`src/rtl/addsub_accum_pipe.sv`:
```
// Pipelined add/subtract unit with carry-in, internal accumulator and sticky
// signed-overflow flag; input and output register stages are optional.
module addsub_accum_pipe #(
  parameter int WIDTH   = 18,
  parameter int IN_REG  = 1,
  parameter int OUT_REG = 1
) (
  input  logic             CLK,
  input  logic             RST,
  input  logic             CE,
  input  logic             in_valid,
  input  logic [WIDTH-1:0] IN1,
  input  logic [WIDTH-1:0] IN2,
  input  logic             cin,
  input  logic [1:0]       mode,
  input  logic             acc_clr,
  output logic             out_valid,
  output logic [WIDTH-1:0] OUT,
  output logic             cout,
  output logic             ovf
);

  // Handshake: in_valid qualifies IN1/IN2/cin/mode/acc_clr on any CE-enabled
  // edge; there is no ready, the unit accepts one operation per enabled edge.
  // out_valid marks the single cycle on which OUT/cout/ovf carry that result.

  logic             a_valid;
  logic [WIDTH-1:0] a_in1;
  logic [WIDTH-1:0] a_in2;
  logic             a_cin;
  logic [1:0]       a_mode;
  logic             a_clr;

  logic [WIDTH-1:0] r;
  logic             cout_r;
  logic             ovf_r;
  logic             valid_r;

  logic [WIDTH-1:0] x;
  logic [WIDTH:0]   sum;
  logic             s_ovf;

  generate
    if (IN_REG != 0) begin : g_in_reg
      always_ff @(posedge CLK) begin
        if (RST) begin
          a_valid <= 1'b0;
          a_in1   <= '0;
          a_in2   <= '0;
          a_cin   <= 1'b0;
          a_mode  <= 2'b00;
          a_clr   <= 1'b0;
        end else if (CE) begin
          a_valid <= in_valid;
          a_in1   <= IN1;
          a_in2   <= IN2;
          a_cin   <= cin;
          a_mode  <= mode;
          a_clr   <= acc_clr;
        end
      end
    end else begin : g_in_pass
      assign a_valid = in_valid;
      assign a_in1   = IN1;
      assign a_in2   = IN2;
      assign a_cin   = cin;
      assign a_mode  = mode;
      assign a_clr   = acc_clr;
    end
  endgenerate

  // Accumulate mode takes X from R, or from zero when clearing in the same op.
  always_comb begin
    x     = a_in1;
    sum   = '0;
    s_ovf = 1'b0;
    if (a_mode[1]) begin
      x = a_clr ? '0 : r;
    end
    if (a_mode[0]) begin
      sum   = {1'b0, x} - {1'b0, a_in2} - {{WIDTH{1'b0}}, a_cin};
      s_ovf = (x[WIDTH-1] != a_in2[WIDTH-1]) && (sum[WIDTH-1] != x[WIDTH-1]);
    end else begin
      sum   = {1'b0, x} + {1'b0, a_in2} + {{WIDTH{1'b0}}, a_cin};
      s_ovf = (x[WIDTH-1] == a_in2[WIDTH-1]) && (sum[WIDTH-1] != x[WIDTH-1]);
    end
  end

  // A standalone clear (no valid) zeroes R and the sticky flag but keeps cout.
  always_ff @(posedge CLK) begin
    if (RST) begin
      r       <= '0;
      cout_r  <= 1'b0;
      ovf_r   <= 1'b0;
      valid_r <= 1'b0;
    end else if (CE) begin
      valid_r <= a_valid;
      ovf_r   <= (ovf_r & ~a_clr) | (a_valid & s_ovf);
      if (a_valid) begin
        r      <= sum[WIDTH-1:0];
        cout_r <= sum[WIDTH];
      end else if (a_clr) begin
        r <= '0;
      end
    end
  end

  generate
    if (OUT_REG != 0) begin : g_out_reg
      always_ff @(posedge CLK) begin
        if (RST) begin
          out_valid <= 1'b0;
          OUT       <= '0;
          cout      <= 1'b0;
          ovf       <= 1'b0;
        end else if (CE) begin
          out_valid <= valid_r;
          OUT       <= r;
          cout      <= cout_r;
          ovf       <= ovf_r;
        end
      end
    end else begin : g_out_pass
      assign out_valid = valid_r;
      assign OUT       = r;
      assign cout      = cout_r;
      assign ovf       = ovf_r;
    end
  endgenerate

endmodule

```
`config.mk`:
```
export PLATFORM = sky130hd
export DESIGN_NAME = addsub_accum_pipe
export DESIGN_NICKNAME = d
export VERILOG_FILES = /design/src/rtl/addsub_accum_pipe.sv
export SDC_FILE = /design/constraint.sdc
export NUM_CORES = 1
export LEC_CHECK = 0
export BUFFER_PORTS_ARGS = -buffer_cell sky130_fd_sc_hd__buf_4
export CORE_MARGIN = 3
export CORE_UTILIZATION = 50
export CTS_CLUSTER_SIZE = 14
export DETAILED_ROUTE_END_ITERATION = 10
export GPL_TIMING_DRIVEN = 0
export PLACE_DENSITY = 0.73
export SLEW_MARGIN = 20
export SYNTH_ARGS = -nofsm -noshare
export SYNTH_HDL_FRONTEND = slang
export SYNTH_SLANG_ARGS = --single-unit
```
`constraint.sdc`:
```
create_clock -name CLK -period 4 [get_ports CLK]
set_input_delay 0.2 -clock CLK [delete_from_list [all_inputs] [get_ports CLK]]
set_output_delay 0.2 -clock CLK [all_outputs]
set_load 0.01 [all_outputs]
```
==> reports/metrics.yaml, run 1 <==
status:
  status: "completed"
synthesis:
  synth.distinct_cells: 56
  async_flop_share: 0
  syn_nets: 721
  syn_avg_cell_area_sq_um: 8.42
  ys.flop_type: "dfxtp_1"
  netlist_area_sq_mm: 0.00525
  yosysSeqAreaShare: 0.316
  synth-edff-count: 0
  syn-instance-count: 624
  yosysWarnings: 0
  ys_seq_elements: 83
routing:
  drt-total-wl_um: 13700
  drt-wirelength-per-cell_um: 16.4
  drc: 0
  firstDrtPassIters: 6
  via_per_inst: 5.39
  vias: 4515
  drt_iter0_drc: 355
  ant_nets: 0
layout:
  final_common_cell: "nor2_1"
  syn2layout_area_growth_pct: 16.7
  insertedDiodeCount: 0
  final_cell_mix: "nor2_1 (101), dfxtp_1 (83), buf_4 (66)"
  final_layout_size_suffix_gt1_frac: 0.139
  fin_util: 0.613
  fin_nets: 796
power_and_ir_drop:
  leakage_nw: 2.78
  p_clk_frac: 0.299
  switching_power_mw: 0.701
  ir_worst_vdd_mv: 0.161
  comb_power_share: 0.288
  sw_frac_of_total: 0.326
  seqPwrFrac: 0.413
  total_power_mw: 2.15
  intPower_mw: 1.45
  power_density_mw_per_mm2: 351
clocking:
  htreeDepth: 3
  clk_pin_slew_worst_paths_ns: 0.09
  cts-root-buf: "clkbuf_8"
  cts_made_buffers: 9
  cts_tree: "built"
  clk_path_buf_depth: 2
  worst_skew_pair.late_latency_ns: 0.36
  ctsHoldBuffers: 0
  clock_sinks: 83
global_route:
  grt_overflow_total: 0
  grt_pass1_wl_um: 22100
  groute.usage.overall: 0.243
  antenna_found_initial: 0
  grt_max_degree: 16
  grt_pass1_vias: 4291
setup_path:
  cp.arrival_ns: 4.10
  crit_cells: 17
  worstPathRequired_ns: 4.30
  crit_family: "compound AO/OA/AOI/OAI gates"
  cp-start-kind: "register"
  slowest_stage: "fa_1"
  cp_max_fo: 10
  cp.buffers_inverters: 4
  path_class: "register to register"
  cp_cell_sequence: "clkbuf_4 -> and2b_2 -> buf_4 -> a21oi_1 -> fa_1 -> inv_1 -> ha_1 -> and4b_1 -> a2111oi_4 -> a211oi_2 -> o41ai_4 -> buf_4 -> o211ai_2 -> xnor2_2 -> xnor2_1 -> o32a_1 -> o21ai_2"
  max_stage_delay_ns: 0.37
  end_kind: "register"
  cp_common_cell: "buf_4"
  r2r_cells: 17
sta:
  relSlewSlack: 0.407
  drv_slew: 0
  period_share: 0.952
  final-hold-violation-count: 0
  finalSetupViolations: 0
  timing.final.crit_period_ns: 3.81
  max_clock_freq_mhz: 263
  rsz0062_at_grt: "false"
  skew_ns: 0.00911
  worstMarginPinSlew_ns: 0.890
floorplanning:
  die_x_um: 108
  core_sq_mm: 0.0100
  die_area_sq_mm: 0.0118
  num_rows: 36
  fp.dieH_um: 108
  start_util: 0.525
  pin_count: 65
min_path:
  min_path_cells: 3
  hold_path.class: "input port to register"
placed_design:
  io_buffers: 63
  detailedPlacementHpwl_um: 10900
  gp_congestion: 0.945
flow_run:
  drv_cap: 0
==> tightest hold or removal path, stage by stage <==
cell	delay, ns
buf_4	0.07
mux2i_1	0.05
nor2_1	0.07
==> Yosys cell counts, types with 2 or more instances <==
cell       count  area (sq um)
o21a_1         4          30.0
buf_1          6          22.5
xnor2_1       24           210
o221ai_1       2          17.5
nor2b_1        3          18.8
nor2_1       101           379
inv_1         55           206
xor2_1        11          96.3
and2b_1        2          15.0
o21ai_0       42           210
nand2_1       41           154
a2111oi_0      2          17.5
mux2i_1       64           641
a22oi_1        9          67.6
a21o_1        11          82.6
clkbuf_1      18          67.6
nand2b_1       5          31.3
and2_1         2          12.5
a222oi_1       3          30.0
fa_1           4          80.1
a31oi_1        6          37.5
ha_1          49           613
nor3_1         6          30.0
a31o_2         2          17.5
and3_1         2          12.5
nand3_1        3          15.0
o22ai_1        2          12.5
a21oi_1       31           155
or3_1          4          25.0
dfxtp_1       83          1660
or2_2          2          12.5
==> per-layer routing <==
| layer | share of wire | up-vias | track usage |
|---|---|---|---|
| met1 | 0.50 | 2049 | 0.367 |
| met2 | 0.41 | 163 | 0.352 |
| met3 | 0.069 | 17 | 0.0316 |
| met5 | 0 | - | 0 |
| met4 | 0.021 | 0 | 0.0839 |
| li1 | - | 2286 | - |
==> cells by family after synthesis <==
family,synth area share
multiplexers,0.122
AO/OA/AOI/OAI,0.170
adder cells (fa/ha/maj),0.132
buffers and inverters,0.0574
AND/OR/NAND/NOR,0.141
flip-flops,0.316
XOR/XNOR,0.0615
==> through the flow <==
step           instances  hold WS (ns)  setup TNS, ns  setup WS [ns]  instance area (sq um)
2_1_floorplan        624         0.347              0        0.00587                   5250
3_3_place_gp         820         0.435          -5.60         -0.760                   5890
3_5_place_dp         820         0.442          -5.75         -0.759                   5890
4_1_cts              837        0.0536              0         0.0494                   6120
5_1_grt              837        0.0607              0        0.00245                   6130
6_report             837        0.0711              0          0.194                   6130
==> state kept, by name, indices dropped and copies added (netlist names) <==
signal	cells
valid_r	1
a_mode	2
a_clr	1
a_in2	18
r	18
OUT	18
out_valid	1
ovf	1
a_in1	18
a_valid	1
cout_r	1
cout	1
a_cin	1
ovf_r	1
==> power groups by stage <==
stage          registers [mW]  clock network, mW  logic [mW]
2_1_floorplan           0.897                  0       0.457
3_3_place_gp            0.904                  0       0.592
3_5_place_dp            0.906                  0       0.600
4_1_cts                 0.887              0.654       0.612
5_1_grt                 0.892              0.689       0.689
6_report                0.887              0.642       0.620
==> path summary, 6_finish.rpt <==
check / from / endpoint / slack (ns)
worst min-delay path: IN2[3] / a_in2[3]$_SDFFE_PP0P_ / 0.07
worst min register to register: valid_r$_SDFFE_PP0P_ / valid_r$_SDFFE_PP0P_ / 0.48
worst max-delay path: a_mode[1]$_SDFFE_PP0P_ / ovf_r$_SDFFE_PP0P_ / 0.19
worst max register to register: a_mode[1]$_SDFFE_PP0P_ / ovf_r$_SDFFE_PP0P_ / 0.19
==> timing repair <==
| item | CTS | global route |
|---|---|---|
| pin swaps | 2 | 0 |
| endpoints found under the hold margin | 0 | 0 |
| resized for setup | 4 | 6 |
| setup endpoints to repair | 13 | 6 |
| setup buffers | 2 | 0 |
==> layout make-up <==
type / instances / area (sq um)
fillers: 920 / 3870
clock inverters: 6 / 71.3
multi-input cells: 461 / 3300
flip-flops and latches: 83 / 1660
plain buffers: 24 / 100
repair buffers: 65 / 488
inverters: 55 / 206
well taps: 133 / 166
clock buffers: 10 / 138
Power figures use the tool's default switching activity.
==> run 2: changes to the inputs <==
--- a/config.mk
+++ b/config.mk
@@ -7,11 +7,11 @@
 export LEC_CHECK = 0
 export BUFFER_PORTS_ARGS = -buffer_cell sky130_fd_sc_hd__buf_4
 export CORE_MARGIN = 3
-export CORE_UTILIZATION = 50
+export CORE_UTILIZATION = 48
 export CTS_CLUSTER_SIZE = 14
 export DETAILED_ROUTE_END_ITERATION = 10
-export GPL_TIMING_DRIVEN = 0
-export PLACE_DENSITY = 0.73
+export PLACE_DENSITY = 0.71
+export RECOVER_POWER = 100
 export SLEW_MARGIN = 20
 export SYNTH_ARGS = -nofsm -noshare
 export SYNTH_HDL_FRONTEND = slang
==> run 2 against run 1 <==
Net effect:
- the run now ends with capacitance limit, slew limit left
- clock power increased by 24%
- die area rose by 3.9%
- routed wire length decreased by 8.2%
- utilization down 3.7 points
- critical path depth down 4
- fmax increased by 1.6%
- final cell count fell by 2.0%
- sequential share of layout area rose by 0.46 points
- global-route usage fell by 3.4 points
- power increased by 6.0%
- largest cell class unchanged
==> reports/metrics.yaml, run 2 (synthesis results as in run 1) <==
status:
  status: "finished with violations"  # was completed
  violations: "capacitance limit, slew limit"
placed_design:
  io_buffers: 64  # was 63
  gp_congestion: 0.881  # was 0.945
  dp.cells: 805  # was 820
  detailedPlacementHpwl_um: 9450  # was 10900 um
setup_path:
  end_kind: "register"  # unchanged
  cp_max_fo: 16  # was 10
  cp.arrival_ns: 4.01  # was 4.10 ns
  path_class: "register to register"  # unchanged
  reg2reg_setup_slack_ns: 0.25  # was 0.19 ns
  cp-start-kind: "register"  # unchanged
  worstPathRequired_ns: 4.26  # was 4.30 ns
sta:
  fin_tns_setup_ns: 0  # unchanged
  drv_slew: 48  # was 0
  worstMarginPinSlew_ns: 3.27  # was 0.890 ns
  rsz0062_at_grt: "false"  # unchanged
  relSlewSlack: -1.18  # was 0.407
  timing.final.crit_period_ns: 3.75  # was 3.81 ns
  max_clock_freq_mhz: 267  # was 263 MHz
  finalSetupViolations: 0  # unchanged
  final-hold-violation-count: 0  # unchanged
  skew_ns: 0.00920  # was 0.00911 ns
  period_share: 0.936  # was 0.952
floorplanning:
  die_x_um: 111  # was 108 um
  num_rows: 37  # was 36
  fp.dieH_um: 111  # was 108 um
  start_util: 0.502  # was 0.525
  core_sq_mm: 0.0105  # was 0.0100 sq mm
  pin_count: 65  # unchanged
  die_area_sq_mm: 0.0122  # was 0.0118 sq mm
min_path:
  hold_path.class: "input port to register"  # unchanged
routing:
  firstDrtPassIters: 6  # unchanged
  met2RoutedLength_um: 5410  # was 5610 um
  ant_nets: 0  # unchanged
  top_layer: "met4"  # unchanged
  drt_iter0_drc: 274  # was 355
  drt-wirelength-per-cell_um: 15.3  # was 16.4 um
  via_per_inst: 5.35  # was 5.39
  vias: 4384  # was 4515
  drt-total-wl_um: 12600  # was 13700 um
  routedLengthMet1_um: 6330  # was 6860 um
  drc: 0  # unchanged
  wl_met3_um: 620  # was 948 um
layout:
  final_cell_mix: "nor2_1 (101), dfxtp_1 (83), mux2i_1 (64)"  # was nor2_1 (101), dfxtp_1 (83), buf_4 (66)
  final_layout_size_suffix_gt1_frac: 0.107  # was 0.139
  insertedDiodeCount: 0  # unchanged
  final_cells: 820  # was 837
  final_common_cell: "nor2_1"  # unchanged
  fillCellCount: 1002  # was 920
  fin_nets: 777  # was 796
  syn2layout_area_growth_pct: 14.7  # was 16.7%
  fin_util: 0.576  # was 0.613
clocking:
  cts_made_buffers: 9  # unchanged
  cts_setup_buffers: 0  # was 2
  clock_sinks: 83  # unchanged
  cts_tree: "built"  # unchanged
  clk_path_buf_depth: 2  # unchanged
  htreeDepth: 3  # unchanged
  worst_skew_pair.late_latency_ns: 0.38  # was 0.36 ns
  cts-root-buf: "clkbuf_8"  # unchanged
  clk_pin_slew_worst_paths_ns: 0.08  # was 0.09 ns
power_and_ir_drop:
  power_density_mw_per_mm2: 378  # was 351 mW/mm^2
  total_power_mw: 2.28  # was 2.15 mW
  ir_worst_vdd_mv: 0.199  # was 0.161 mV
  leakage_nw: 2.69  # was 2.78 nW
flow_run:
  drv_cap: 1  # was 0
global_route:
  grt_pass1_wl_um: 21000  # was 22100 um
  groute.usage.overall: 0.209  # was 0.243
  grt_pass1_vias: 4208  # was 4291
  grt_overflow_total: 0  # unchanged
  grt_max_degree: 82  # was 16
  antenna_found_initial: 0  # unchanged
run 2: cell count changes in the layout (fill, tap and decap cells not counted), moves of 2 or more:
cell	change
buf_4	-21
o21ai_1	-2
buf_1	-6
inv_6	-2
clkinvlp_4	-2
clkbuf_1	+10
bufinv_16	+3
run 2: repair_timing:
| item | 4_1_cts | 5_1_grt |
|---|---|---|
| hold buffers | 0 | 0 |
| setup endpoints to repair | 0 | 1 |
| resized for setup | 0 | 2 |
run 2: power by group:
part / switching (mW) / internal [mW] / leakage [nW]
Sequential: 0.0302 / 0.859 / 0.678
Combinational: 0.324 / 0.268 / 1.88
Clock: 0.307 / 0.490 / 0.132
Total: 0.661 / 1.62 / 2.69
run 2: area by class of cell:
class	count	area (sq um)	area share
clock buffer	10	138	0.0228
clock inverter	5	125	0.0208
inverter	55	206	0.0343
multi-input combinational	461	3290	0.546
sequential	83	1660	0.276
tap	136	170	0.0282
timing repair buffer	70	433	0.0718
run 2: per-layer routing:
layer | global-route usage | vias up
li1 | - | 2239
met1 | 0.300 | 2008
met2 | 0.309 | 122
met3 | 0.0362 | 15
met4 | 0.0821 | 0
met5 | 0 | -
run 2: path summary, 6_finish.rpt:
kind                                           start                    end  depth (start not counted)
worst max-delay path              a_clr$_SDFFE_PP0P_     r[14]$_SDFFE_PP0P_                         13
worst min-delay path                          IN2[0]  a_in2[0]$_SDFFE_PP0P_                          3
worst max register to register    a_clr$_SDFFE_PP0P_     r[14]$_SDFFE_PP0P_                         13
worst min register to register  valid_r$_SDFFE_PP0P_   valid_r$_SDFFE_PP0P_                          2
run 2: worst max-delay path: stages, from the launching register on:
cell	delay, ns
dfxtp_1	0.42
and2b_1	0.22
buf_4	0.21
nand2_1	0.08
o21ai_0	0.10
ha_1	0.41
ha_1	0.29
a2111oi_0	0.48
a221oi_2	0.16
o211a_1	0.28
o41ai_1	0.48
xor2_1	0.18
nor2_1	0.05
a221o_1	0.26
run 2: through the flow:
| stage | hold slack, ns | instance area [sq um] | setup slack (ns) |
|---|---|---|---|
| 2_1_floorplan | 0.347 | 5250 | 0.00587 |
| 3_3_place_gp | 0.433 | 5850 | 0.412 |
| 3_5_place_dp | 0.440 | 5850 | 0.344 |
| 4_1_cts | 0.0340 | 6120 | 0.306 |
| 5_1_grt | 0.0495 | 6030 | 0.00485 |
| 6_report | 0.0532 | 6030 | 0.255 |
==> run 3: changes to the inputs <==
--- a/config.mk
+++ b/config.mk
@@ -7,10 +7,9 @@
 export LEC_CHECK = 0
 export BUFFER_PORTS_ARGS = -buffer_cell sky130_fd_sc_hd__buf_4
 export CORE_MARGIN = 3
-export CORE_UTILIZATION = 48
+export CORE_UTILIZATION = 35
 export CTS_CLUSTER_SIZE = 14
 export DETAILED_ROUTE_END_ITERATION = 10
-export PLACE_DENSITY = 0.71
 export RECOVER_POWER = 100
 export SLEW_MARGIN = 20
 export SYNTH_ARGS = -nofsm -noshare
==> run 3 against run 2 <==
Net effect:
- the flow now finishes without violations
- worst hold slack improved by 0.039 ns
- final cell count is 5.7% higher
- sequential share of layout area down 0.45 points
- utilization is 16 points lower
- final area grew 1.7%
- power rose by 2.1%
- non-clock buffer count stayed put
- fmax is 1.6% higher
- flip-flop and latch count stayed put
- sequential power about the same
- largest cell class unchanged
- largest power group unchanged
==> reports/metrics.yaml, run 3 (synthesis results as in run 1) <==
power_and_ir_drop:
  total_power_mw: 2.33  # was 2.28 mW
  leakage_nw: 2.71  # was 2.69 nW
  ir_worst_vdd_mv: 0.215  # was 0.199 mV
  power_density_mw_per_mm2: 380  # was 378 mW/mm^2
routing:
  drt_iter0_drc: 365  # was 274
  drc: 0  # unchanged
  firstDrtPassIters: 5  # was 6
  ant_nets: 0  # unchanged
  via_per_inst: 4.99  # was 5.35
  drt-wirelength-per-cell_um: 14.9  # was 15.3 um
  vias: 4326  # was 4384
  drt-total-wl_um: 12900  # was 12600 um
clocking:
  ctsHoldBuffers: 0  # unchanged
  cts-root-buf: "clkbuf_16"  # was clkbuf_8
  clock_sinks: 83  # unchanged
  cts_made_buffers: 9  # unchanged
  clk_pin_slew_worst_paths_ns: 0.06  # was 0.08 ns
  cts_setup_buffers: 0  # unchanged
  htreeDepth: 3  # unchanged
  clk_path_buf_depth: 2  # unchanged
  cts_tree: "built"  # unchanged
  worst_skew_pair.late_latency_ns: 0.34  # was 0.38 ns
sta:
  worstMarginPinSlew_ns: 0.841  # was 3.27 ns
  final-hold-violation-count: 0  # unchanged
  finalSetupViolations: 0  # unchanged
  hold_slack_ns: 0.0919  # was 0.0532 ns
  max_clock_freq_mhz: 271  # was 267 MHz
  timing.final.crit_period_ns: 3.69  # was 3.75 ns
  fin_tns_setup_ns: 0  # unchanged
  period_share: 0.922  # was 0.936
  skew_ns: 0.00550  # was 0.00920 ns
  drv_slew: 0  # was 48
  relSlewSlack: 0.440  # was -1.18
  rsz0062_at_grt: "true"  # was false
floorplanning:
  core_sq_mm: 0.0146  # was 0.0105 sq mm
  die_area_sq_mm: 0.0165  # was 0.0122 sq mm
  fp.dieH_um: 129  # was 111 um
  num_rows: 44  # was 37
  start_util: 0.360  # was 0.502
  die_x_um: 129  # was 111 um
  pin_count: 65  # unchanged
setup_path:
  path_class: "register to register"  # unchanged
  r2r-end: "r[14]$_SDFFE_PP0P_"  # unchanged
  end_kind: "register"  # unchanged
  reg2reg_setup_slack_ns: 0.31  # was 0.25 ns
  cp.arrival_ns: 3.92  # was 4.01 ns
  r2r_cells: 13  # unchanged
  crit_start: "a_clr$_SDFFE_PP0P_"  # unchanged
  rr_startpoint: "a_clr$_SDFFE_PP0P_"  # unchanged
  worstPathRequired_ns: 4.23  # was 4.26 ns
  cp-start-kind: "register"  # unchanged
  cp_max_fo: 16  # unchanged
  crit_end: "r[14]$_SDFFE_PP0P_"  # unchanged
global_route:
  groute.usage.overall: 0.163  # was 0.209
  grt_pass1_vias: 4335  # was 4208
  antenna_found_initial: 0  # unchanged
  grt_max_degree: 82  # unchanged
  grt_overflow_total: 0  # unchanged
  grt_pass1_wl_um: 21700  # was 21000 um
status:
  status: "completed"  # was finished with violations
layout:
  insertedDiodeCount: 0  # unchanged
  final_common_cell: "nor2_1"  # unchanged
  fin_nets: 777  # unchanged
  final_cell_mix: "nor2_1 (101), dfxtp_1 (83), mux2i_1 (64)"  # unchanged
  syn2layout_area_growth_pct: 16.7  # was 14.7%
  fin_area_sq_mm: 0.00613  # was 0.00603 sq mm
  final_layout_size_suffix_gt1_frac: 0.105  # was 0.107
placed_design:
  gp_congestion: 0.893  # was 0.881
  io_buffers: 64  # unchanged
  place_area_sq_mm: 0.00591  # was 0.00585 sq mm
  detailedPlacementHpwl_um: 9890  # was 9450 um
min_path:
  hold_path.class: "input port to register"  # unchanged
flow_run:
  drv_cap: 0  # was 1
## run 3: changes by cell type in the layout (fill, tap and decap cells not counted), sizes merged
cell / change
buf: +4
bufinv: -3
clkbuf: -2
## run 3: per-stage QoR
step | util | instances | setup WS, ns
final | 0.420 | 867 | 0.312
after global routing | 0.420 | 867 | -0.0840
after floorplan | - | 624 | 0.00587
after CTS | 0.426 | 867 | 0.270
after global placement | 0.405 | 853 | 0.347
after detailed placement | 0.405 | 853 | 0.292
## run 3: metal layers
metal	wire (um)	vias up	global-route usage
met5	0	-	0
met4	205	0	0.0568
met3	483	12	0.0208
li1	-	2256	-
met2	5580	83	0.252
met1	6660	1975	0.233
## run 3: worst max-delay path, stage by stage (launching register included)
cell       delay [ns]
dfxtp_1          0.40
and2b_1          0.22
buf_4            0.21
nand2_1          0.10
o21ai_0          0.10
ha_1             0.39
ha_1             0.28
a2111oi_0        0.39
a221oi_1         0.19
o211a_1          0.28
o41ai_1          0.52
xor2_1           0.18
nor2_1           0.05
a221o_1          0.25
## run 3: timing repair
| item | CTS | global route |
|---|---|---|
| endpoints found under the setup margin | 0 | 4 |
| gates resized for setup | 0 | 1 |
| hold endpoints to repair | 0 | 0 |
## run 3: how the worst min path moves through the flow
| stage | startpoint | end | slack (ns) | depth (start not counted) |
|---|---|---|---|---|
| global route | IN1[8] | a_in1[8]$_SDFFE_PP0P_ | 0.1 | 3 |
| finish | IN2[10] | a_in2[10]$_SDFFE_PP0P_ | 0.09 | 3 |
| floorplan | IN1[0] | a_in1[0]$_SDFFE_PP0P_ | 0.35 | 2 |
| global placement | IN1[17] | a_in1[17]$_SDFFE_PP0P_ | 0.44 | 3 |
| CTS | IN1[6] | a_in1[6]$_SDFFE_PP0P_ | 0.08 | 3 |
| detailed placement | mode[0] | a_mode[0]$_SDFFE_PP0P_ | 0.44 | 3 |
## run 3: area by class of cell
type,instances,area (sq um)
flip-flops and latches,83,1660
clock inverters,2,35.0
inverters,55,206
multi-input cells,461,3280
repair buffers,70,447
clock buffers,12,267
fillers,1494,8460
well taps,184,230
## run 3: power breakdown
group	switching (mW)	leakage, nW	internal, mW	total, mW
registers	0.0318	0.678	0.860	0.892
logic	0.320	1.89	0.263	0.583
clock network	0.324	0.151	0.527	0.851
total	0.676	2.71	1.65	2.33
